File: config.mk
export PLATFORM = sky130hd
export DESIGN_NAME = program_loader
export DESIGN_NICKNAME = d
export VERILOG_FILES = /design/src/rtl/program_loader.sv
export SDC_FILE = /design/constraint.sdc
export NUM_CORES = 1
export LEC_CHECK = 0
export ABC_AREA = 0
export BUFFER_PORTS_ARGS = -buffer_cell sky130_fd_sc_hd__buf_2
export CORE_MARGIN = 2
export CORE_UTILIZATION = 25
export DETAILED_ROUTE_END_ITERATION = 7
export MAX_ROUTING_LAYER = met4
export PLACE_DENSITY = 0.46
export SLEW_MARGIN = 5
export SYNTH_ARGS = -nofsm -noshare
export SYNTH_HDL_FRONTEND = slang
export SYNTH_SLANG_ARGS = --single-unit
export TNS_END_PERCENT = 5
File: constraint.sdc
create_clock -name Clock -period 4 [get_ports Clock]
set_input_delay 0.4 -clock Clock [delete_from_list [all_inputs] [get_ports Clock]]
set_output_delay 0.4 -clock Clock [all_outputs]
set_load 0.01 [all_outputs]
File: src/rtl/program_loader.sv
`default_nettype none
// ============================================================================
//  Module   : program_loader
//  Purpose  : Writer side of the instruction-memory / PC interface. Accepts a
//             program as a byte stream (valid/ready), packs bytes MSB first
//             into 32-bit words and writes them to instruction memory starting
//             at a relocation base. Holds the PC frozen (Carregando) while a
//             load is in progress.
//  Revision : 1.0 - initial release
// ----------------------------------------------------------------------------
//  Ports
//    Clock           in   1   system clock, posedge
//    Reset           in   1   synchronous, active-high
//    Iniciar         in   1   start request, sampled only when idle
//    Offset          in   32  word base address, latched on accepted start
//    Num_Palavras    in   16  word count, latched on accepted start
//    Byte_In         in   8   stream data byte
//    Byte_Valid      in   1   Byte_In valid
//    Byte_Ready      out   1   loader accepts a byte this cycle
//    Mem_We          out   1   instruction memory write strobe (1 cycle/word)
//    Mem_Addr        out   32  word address = latched Offset + word index
//    Mem_Dado        out   32  assembled word
//    Carregando      out   1   load in progress, freezes the PC
//    Carga_Concluida out   1   1-cycle pulse, all words written
//    Erro_Carga      out   1   1-cycle pulse, rejected start or timeout abort
// ============================================================================
module program_loader #(
    parameter int MEM_DEPTH   = 1024,
    parameter int TIMEOUT_CYC = 4096
) (
    input  logic        Clock,
    input  logic        Reset,
    input  logic        Iniciar,
    input  logic [31:0] Offset,
    input  logic [15:0] Num_Palavras,
    input  logic [7:0]  Byte_In,
    input  logic        Byte_Valid,
    output logic        Byte_Ready,
    output logic        Mem_We,
    output logic [31:0] Mem_Addr,
    output logic [31:0] Mem_Dado,
    output logic        Carregando,
    output logic        Carga_Concluida,
    output logic        Erro_Carga
);

    localparam int TW = $clog2(TIMEOUT_CYC + 1);

    typedef enum logic [2:0] {
        S_IDLE  = 3'd0,
        S_RECV  = 3'd1,
        S_WRITE = 3'd2,
        S_DONE  = 3'd3,
        S_ERR   = 3'd4
    } state_t;

    state_t          state;
    state_t          state_nx;
    logic [31:0]     offset_lat;
    logic [15:0]     num_lat;
    logic [15:0]     word_idx;
    logic [1:0]      byte_idx;
    logic [23:0]     word_acc;     // first three bytes of the word being built
    logic [TW-1:0]   tmo_cnt;
    logic [31:0]     addr_q;
    logic [31:0]     dado_q;

    logic [32:0]     end_addr;
    logic            out_of_bounds;
    logic            accept;
    logic            last_byte;
    logic            tmo_expired;
    logic            last_word;

    // 33-bit sum so a huge Offset cannot wrap past the depth check.
    assign end_addr      = {1'b0, Offset} + {17'b0, Num_Palavras};
    assign out_of_bounds = end_addr > 33'(MEM_DEPTH);
    assign accept        = Byte_Ready && Byte_Valid;
    assign last_byte     = (byte_idx == 2'd3);
    // Transition happens on the idle cycle that would make the count reach
    // TIMEOUT_CYC, so the ERR cycle follows exactly TIMEOUT_CYC idle cycles.
    assign tmo_expired   = (tmo_cnt == TW'(TIMEOUT_CYC - 1));
    assign last_word     = (word_idx == num_lat - 16'd1);

    // Address/data are registered so they hold their last value outside WRITE.
    assign Mem_Addr = addr_q;
    assign Mem_Dado = dado_q;

    always_ff @(posedge Clock) begin
        if (Reset) begin
            state <= S_IDLE;
        end else begin
            state <= state_nx;
        end
    end

    always_comb begin
        state_nx        = state;
        Byte_Ready      = 1'b0;
        Mem_We          = 1'b0;
        Carregando      = 1'b0;
        Carga_Concluida = 1'b0;
        Erro_Carga      = 1'b0;
        case (state)
            S_IDLE: begin
                if (Iniciar) begin
                    if (out_of_bounds) begin
                        state_nx = S_ERR;
                    end else if (Num_Palavras == 16'd0) begin
                        state_nx = S_DONE;
                    end else begin
                        state_nx = S_RECV;
                    end
                end
            end
            S_RECV: begin
                Byte_Ready = 1'b1;
                Carregando = 1'b1;
                if (Byte_Valid) begin
                    if (last_byte) begin
                        state_nx = S_WRITE;
                    end
                end else if (tmo_expired) begin
                    state_nx = S_ERR;
                end
            end
            S_WRITE: begin
                Mem_We     = 1'b1;
                Carregando = 1'b1;
                state_nx   = last_word ? S_DONE : S_RECV;
            end
            S_DONE: begin
                Carga_Concluida = 1'b1;
                state_nx        = S_IDLE;
            end
            S_ERR: begin
                Erro_Carga = 1'b1;
                state_nx   = S_IDLE;
            end
            default: state_nx = S_IDLE;
        endcase
    end

    always_ff @(posedge Clock) begin
        if (Reset) begin
            offset_lat <= 32'd0;
            num_lat    <= 16'd0;
            word_idx   <= 16'd0;
            byte_idx   <= 2'd0;
            word_acc   <= 24'd0;
            tmo_cnt    <= '0;
            addr_q     <= 32'd0;
            dado_q     <= 32'd0;
        end else begin
            case (state)
                S_IDLE: begin
                    if (Iniciar && !out_of_bounds && (Num_Palavras != 16'd0)) begin
                        offset_lat <= Offset;
                        num_lat    <= Num_Palavras;
                        word_idx   <= 16'd0;
                        byte_idx   <= 2'd0;
                        tmo_cnt    <= '0;
                    end
                end
                S_RECV: begin
                    if (accept) begin
                        byte_idx <= byte_idx + 2'd1;
                        word_acc <= {word_acc[15:0], Byte_In};
                        tmo_cnt  <= '0;
                        if (last_byte) begin
                            addr_q <= offset_lat + {16'd0, word_idx};
                            dado_q <= {word_acc, Byte_In};
                        end
                    end else begin
                        tmo_cnt <= tmo_cnt + TW'(1);
                    end
                end
                S_WRITE: begin
                    word_idx <= word_idx + 16'd1;
                    tmo_cnt  <= '0;
                end
                default: begin
                end
            endcase
        end
    end

endmodule
`default_nettype wire
=== Word level (Yosys, flattened, before mapping) ===
Index checks and enable logic that the tools add are counted.

* Output and inout port bits: 69
* Register bits: 170
* Input bits: 60
* Word-level logic and storage cells: 67

* Order comparisons: 1
* Add/subtract/negate cells: 6
* Eq/ne operators: 12
* Reduce and logical (&&, ||, !) cells: 18
* Muxes and demuxes: 21

{| class="wikitable"
|+ Operators with widths
! cell !! count
|-
| $pmux 13 s3 || 1
|-
| $add 32x16->33 || 1
|-
| $gt 33x11->1 const B || 1
|-
| $add 32x16->32 || 1
|-
| $pmux 16 s2 || 1
|-
| $mux 13 || 2
|-
| $add 16x1->16 const B || 1
|-
| $eq 16x16->1 || 1
|-
| $logic_not 16->1 || 1
|-
| $mux 16 || 1
|-
| $reduce_bool 16->1 || 1
|-
| $sub 16x1->16 const B || 1
|-
| $mux 3 || 5
|-
| $add 13x1->13 const B || 1
|-
| $eq 13x12->1 const B || 1
|-
| $pmux 3 s3 || 1
|-
| $reduce_and 3->1 || 3
|-
| $mux 2 || 4
|-
| $reduce_and 2->1 || 4
|-
| $eq 3x2->1 const B || 2
|-
| $ne 2x2->1 const B || 3
|-
| $ne 3x3->1 const B || 2
|-
| $mux 1 || 5
|-
| $pmux 2 s2 || 1
|-
| 10 further kinds || 13
|}

=== Logic depth before layout (Yosys ltp) ===
* Depth in word-level cells: 7
* Mapped depth: 14
* Gate-level depth less buffers: 13

=== Worst setup path after synthesis ===
Ideal clock, no wire load.

* Path type: input-to-reg
* Start: input port Offset[0]
* End: register offset_lat[17]
* Path slack: 0.626 ns
* Data arrival time: 3.259 ns
* Setup time: 0.115 ns
* Stages on the path: 13
* Buffers on the path: 1
* Required time: 3.885 ns
* Path through: ha_1 > fa_1 > a211oi_1 > nor2_1 > xor2_1 > a2111o_1 > o41ai_1 > nand3_1 > a211oi_1 > and3_1 > a21oi_2 > clkbuf_2 > and2_1

* Cells in the longest elaborated chain, start to end: 6

{| class="wikitable"
|+ RTL lines
! element !! RTL line !! source
|-
| from (decl) || 34 || <nowiki>input logic [31:0] Offset,</nowiki>
|-
| $add 32x16->33 || 76 || <nowiki>assign end_addr = {1'b0, Offset} + {17'b0, Num_Palavras};</nowiki>
|-
| $gt 33x11->1 || 77 || <nowiki>assign out_of_bounds = end_addr > 33'(MEM_DEPTH);</nowiki>
|-
| $logic_not 1->1 || 157 || <nowiki>if (Iniciar && !out_of_bounds && (Num_Palavras != 16'd0)) begin</nowiki>
|-
| $logic_and 1x1->1 (2 in a row) || 157 ||
|-
| $reduce_and 2->1 (no line) || n/a ||
|-
| to (signal assigned) || 158 || <nowiki>offset_lat <= Offset;</nowiki>
|-
| to (decl) || 59 || <nowiki>logic [31:0] offset_lat;</nowiki>
|}

No other way between the ends.
A chain may end at the register's enable or synchronous reset.

=== Worst setup path in the final report ===
* Start: input port Offset[0]
* End: register offset_lat[27]

The elaborated chain is that of the path after synthesis.

==> impl_metrics.yaml <==
run_status:
  status: "finished, final reports clean"
floorplan:
  row_count: 70
  initial_core_util: 0.253
  die-area_um2: 38400
  chipHeight_um: 196
  core_um2: 36400
  ioPinCount: 129
  dieWidth_um: 196
clock_network:
  post-cts-setup-buffers: 0
  cts_tree: "yes"
  cts-hold-fix-buffers: 0
  insertion_delay_ns: 0.44
  path_clk_slew_ns: 0.07
  root_buffer: "clkbuf_16"
  cts_sinks: 170
  cts_resized: 0
  cts_buffers: 17
  clock_path_buffers: 2
  h-tree-depth: 4
grt:
  globalRouteOverflowTotal: 0
  grt_use_total: 0.145
  grt_max_degree: 79
  grt_pass1_wl_um: 43500
  antenna_found_initial: 1
  grt_pass1_vias: 7920
drt:
  antenna_left: 0
  wl_um: 26900
  avgViaCountPerCell: 4.84
  dr.pass1.iters: 8
  wire_per_inst_um: 15.4
  drc: 0
  first_iter_violations: 553
  vias: 8442
place:
  hpwl_um: 19900
  gp_congestion: 0.927
  dpl_cell_area_um2: 10400
  port_buffers: 128
timing:
  skew_ns: 0.0110
  finalMaxSlewViolations: 0
  max_freq_ghz: 0.296
  setup_viol: 0
  period_minus_slack_ns: 3.38
  slew_headroom: 0.332
  tns_ns: 0
  rsz0062_at_grt: "false"
  final_hold_viol_count: 0
  worst_pin_slew_ns: 1.00
  timing.final.crit_share: 0.846
synth:
  synthAdderAreaFrac: 0.0533
  synth_cell_types: 64
  synth.most_common_cell: "nand2_1"
  synth_top_family_by_area: "simple AND/OR/NAND/NOR gates"
  synth_area_um2: 9210
  yosysTopAreaCellShare: 0.370
  avgSynthCellArea_um2: 7.95
  yosys-top-cells-count: "nand2_1 (190), dfxtp_1 (170), a21oi_1 (116), nor2_1 (111), clkbuf_1 (46)"
  synth.area.mux_share: 0.0457
  synth-compound-area-share: 0.170
  synth-seq-area-share: 0.370
  synth-seq-cells: 170
  synth_flop_cell: "dfxtp_1"
  syn_inst: 1158
  synth-warning-count: 0
  ys_async_sr_fraction: 0
  synth_fp_nets: 1256
  synth-edff-count: 0
  synthSimpleGateAreaFrac: 0.267
  synth_top_cell_by_area: "dfxtp_1"
  synth-xor-area-share: 0.0618
  synthTopCellsByArea: "dfxtp_1 (37%), nand2_1 (7.7%), a21oi_1 (6.3%)"
final_layout:
  drive_gt1_frac: 0.154
  area_delta_synth_final_pct: 18.8
  finalNetCount: 1360
  final_area_um2: 10900
  fin_util: 0.300
  nFillCells: 3972
worst_setup_path:
  rrSetupSlack_ns: 0.76
  cp_max_fo: 16
  r2r-end: "Mem_Addr[18]$_SDFFE_PP0P_"
  r2r_cells: 13
  cp.arrival_ns: 3.71
  reg2reg_from: "word_idx[0]$_SDFFE_PP0P_"
  crit_end: "offset_lat[27]$_SDFFE_PP0P_"
  slowest_delay_ns: 0.40
  critical_path_class: "primary input to flip-flop"
  cp_data_required_time_ns: 4.33
  cp_top_family: "compound AO/OA/AOI/OAI gates"
  cp-startpoint: "Offset[0]"
  cpMaxStageDelayCell: "fa_1"
  cp.buffers_inverters: 3
  worstSetupEndpointType: "flip-flop"
  crit_chain: "buf_2 -> ha_1 -> fa_1 -> a211oi_1 -> nor2_1 -> xor2_1 -> a2111o_1 -> o41ai_1 -> buf_4 -> nand3_1 -> a211oi_1 -> buf_4 -> and3_1 -> a21oi_2 -> and2_1"
  start_kind: "primary input"
  crit_cells: 15
job:
  cap_violations: 0
pwr:
  leakagePower_nw: 4.45
  ir_drop_v: 0.000301
  finalPower_w: 0.00370
  powerDensity_nw_per_um2: 338
min_path:
  hold_class: "primary input to flip-flop"
-- cells by family (layout without fill, tap and decap cells) --
logic type	count (synthesis)	after routing
adder cells (fa/ha/maj)	38	38
other	0	1
multiplexers	42	42
flip-flops	170	170
buffers and inverters	77	194
AND/OR/NAND/NOR	512	512
AO/OA/AOI/OAI	254	254
XOR/XNOR	65	65
-- sequential cells by signal, summed over array words and instances (netlist names), 3 cells and up --
register / flops
Mem_Addr: 32
Mem_Dado: 32
offset_lat: 32
word_acc: 24
num_lat: 16
word_idx: 16
tmo_cnt: 13
state: 3
-- through the flow --
step	cells	hold slack, ns	setup WS, ns
2_1_floorplan	1158	0.432	0.626
3_3_place_gp	1711	0.439	0.0391
3_5_place_dp	1711	0.442	0.131
4_1_cts	1743	0.193	0.587
5_1_grt	1744	0.217	0.229
6_report	1744	0.213	0.617
-- how the worst min path moves through the flow --
stage	startpoint	end	slack, ns	depth (start not counted)
floorplan	tmo_cnt[11]$_SDFFE_PP0P_	tmo_cnt[11]$_SDFFE_PP0P_	0.43	1
global placement	Mem_Addr[16]$_SDFFE_PP0P_	Mem_Addr[16]$_SDFFE_PP0P_	0.44	2
detailed placement	Mem_Addr[8]$_SDFFE_PP0P_	Mem_Addr[8]$_SDFFE_PP0P_	0.44	2
CTS	Byte_In[0]	word_acc[0]$_SDFFE_PP0P_	0.19	3
global route	Byte_In[5]	word_acc[5]$_SDFFE_PP0P_	0.22	3
finish	Byte_In[0]	word_acc[0]$_SDFFE_PP0P_	0.21	3
-- cell usage in the layout (no fill, tap or decap), types with 4 or more instances in the layout --
cell       synthesis  layout
a211oi_1          25      25
or2_2              7       7
nor2b_1           12      12
inv_6              0       5
o21bai_1           4       4
nand2b_1           6       6
nand2_1          190     189
ha_1              36      36
inv_1             15      15
a31oi_1           17      17
a21oi_1          116     116
and4_1             4       4
and3_1            23      23
nand4_1           23      23
o21ai_0           37      37
a21o_1             6       6
nor3_1            21      21
mux2i_1           42      42
nor2_1           111     111
and2_1            20      19
nand3b_1           8       8
xnor2_1           40      40
a311oi_1           6       6
buf_4              2      19
clkbuf_16          0      17
nor4_1            10      10
nor3b_1            9       9
nand3_1           41      41
buf_2              8     127
a2111o_1           4       4
dfxtp_1          170     170
or3_1             12      12
xor2_1            25      25
o31ai_1            7       7
o21a_1             8       8
-- layer usage --
metal | global-route usage | vias up | share of wire
met1 | 0.198 | 3892 | 0.50
li1 | - | 4314 | -
met5 | - | - | 0
met4 | 0.0477 | 0 | 0.017
met3 | 0.0230 | 34 | 0.048
met2 | 0.219 | 202 | 0.44
-- cell type report --
type                    count  area [µm²]  share of cell area
flip-flops and latches    170        3400               0.311
clock inverters            14         158              0.0144
diodes                      1        2.50            0.000229
well taps                 468         586              0.0535
inverters                  15        56.3             0.00515
clock buffers              18         429              0.0392
repair buffers            147         798              0.0730
multi-input cells         911        5510               0.503
-- tightest hold or removal path, delay by kind of cell --
kind            cells  cell delay [ns]
compound gates      1             0.05
buf+inv             1             0.11
simple gates        1             0.05
-- power breakdown --
| part | leakage, nW | switching (W) | internal, W | total (W) |
|---|---|---|---|---|
| combinational | 2.80 | 0.000201 | 0.000118 | 0.000319 |
| clock | 0.284 | 0.000754 | 0.000934 | 0.00169 |
| sequential | 1.37 | 0.00000138 | 0.00169 | 0.00169 |
Note: power is estimated with default switching activity, not from simulation.
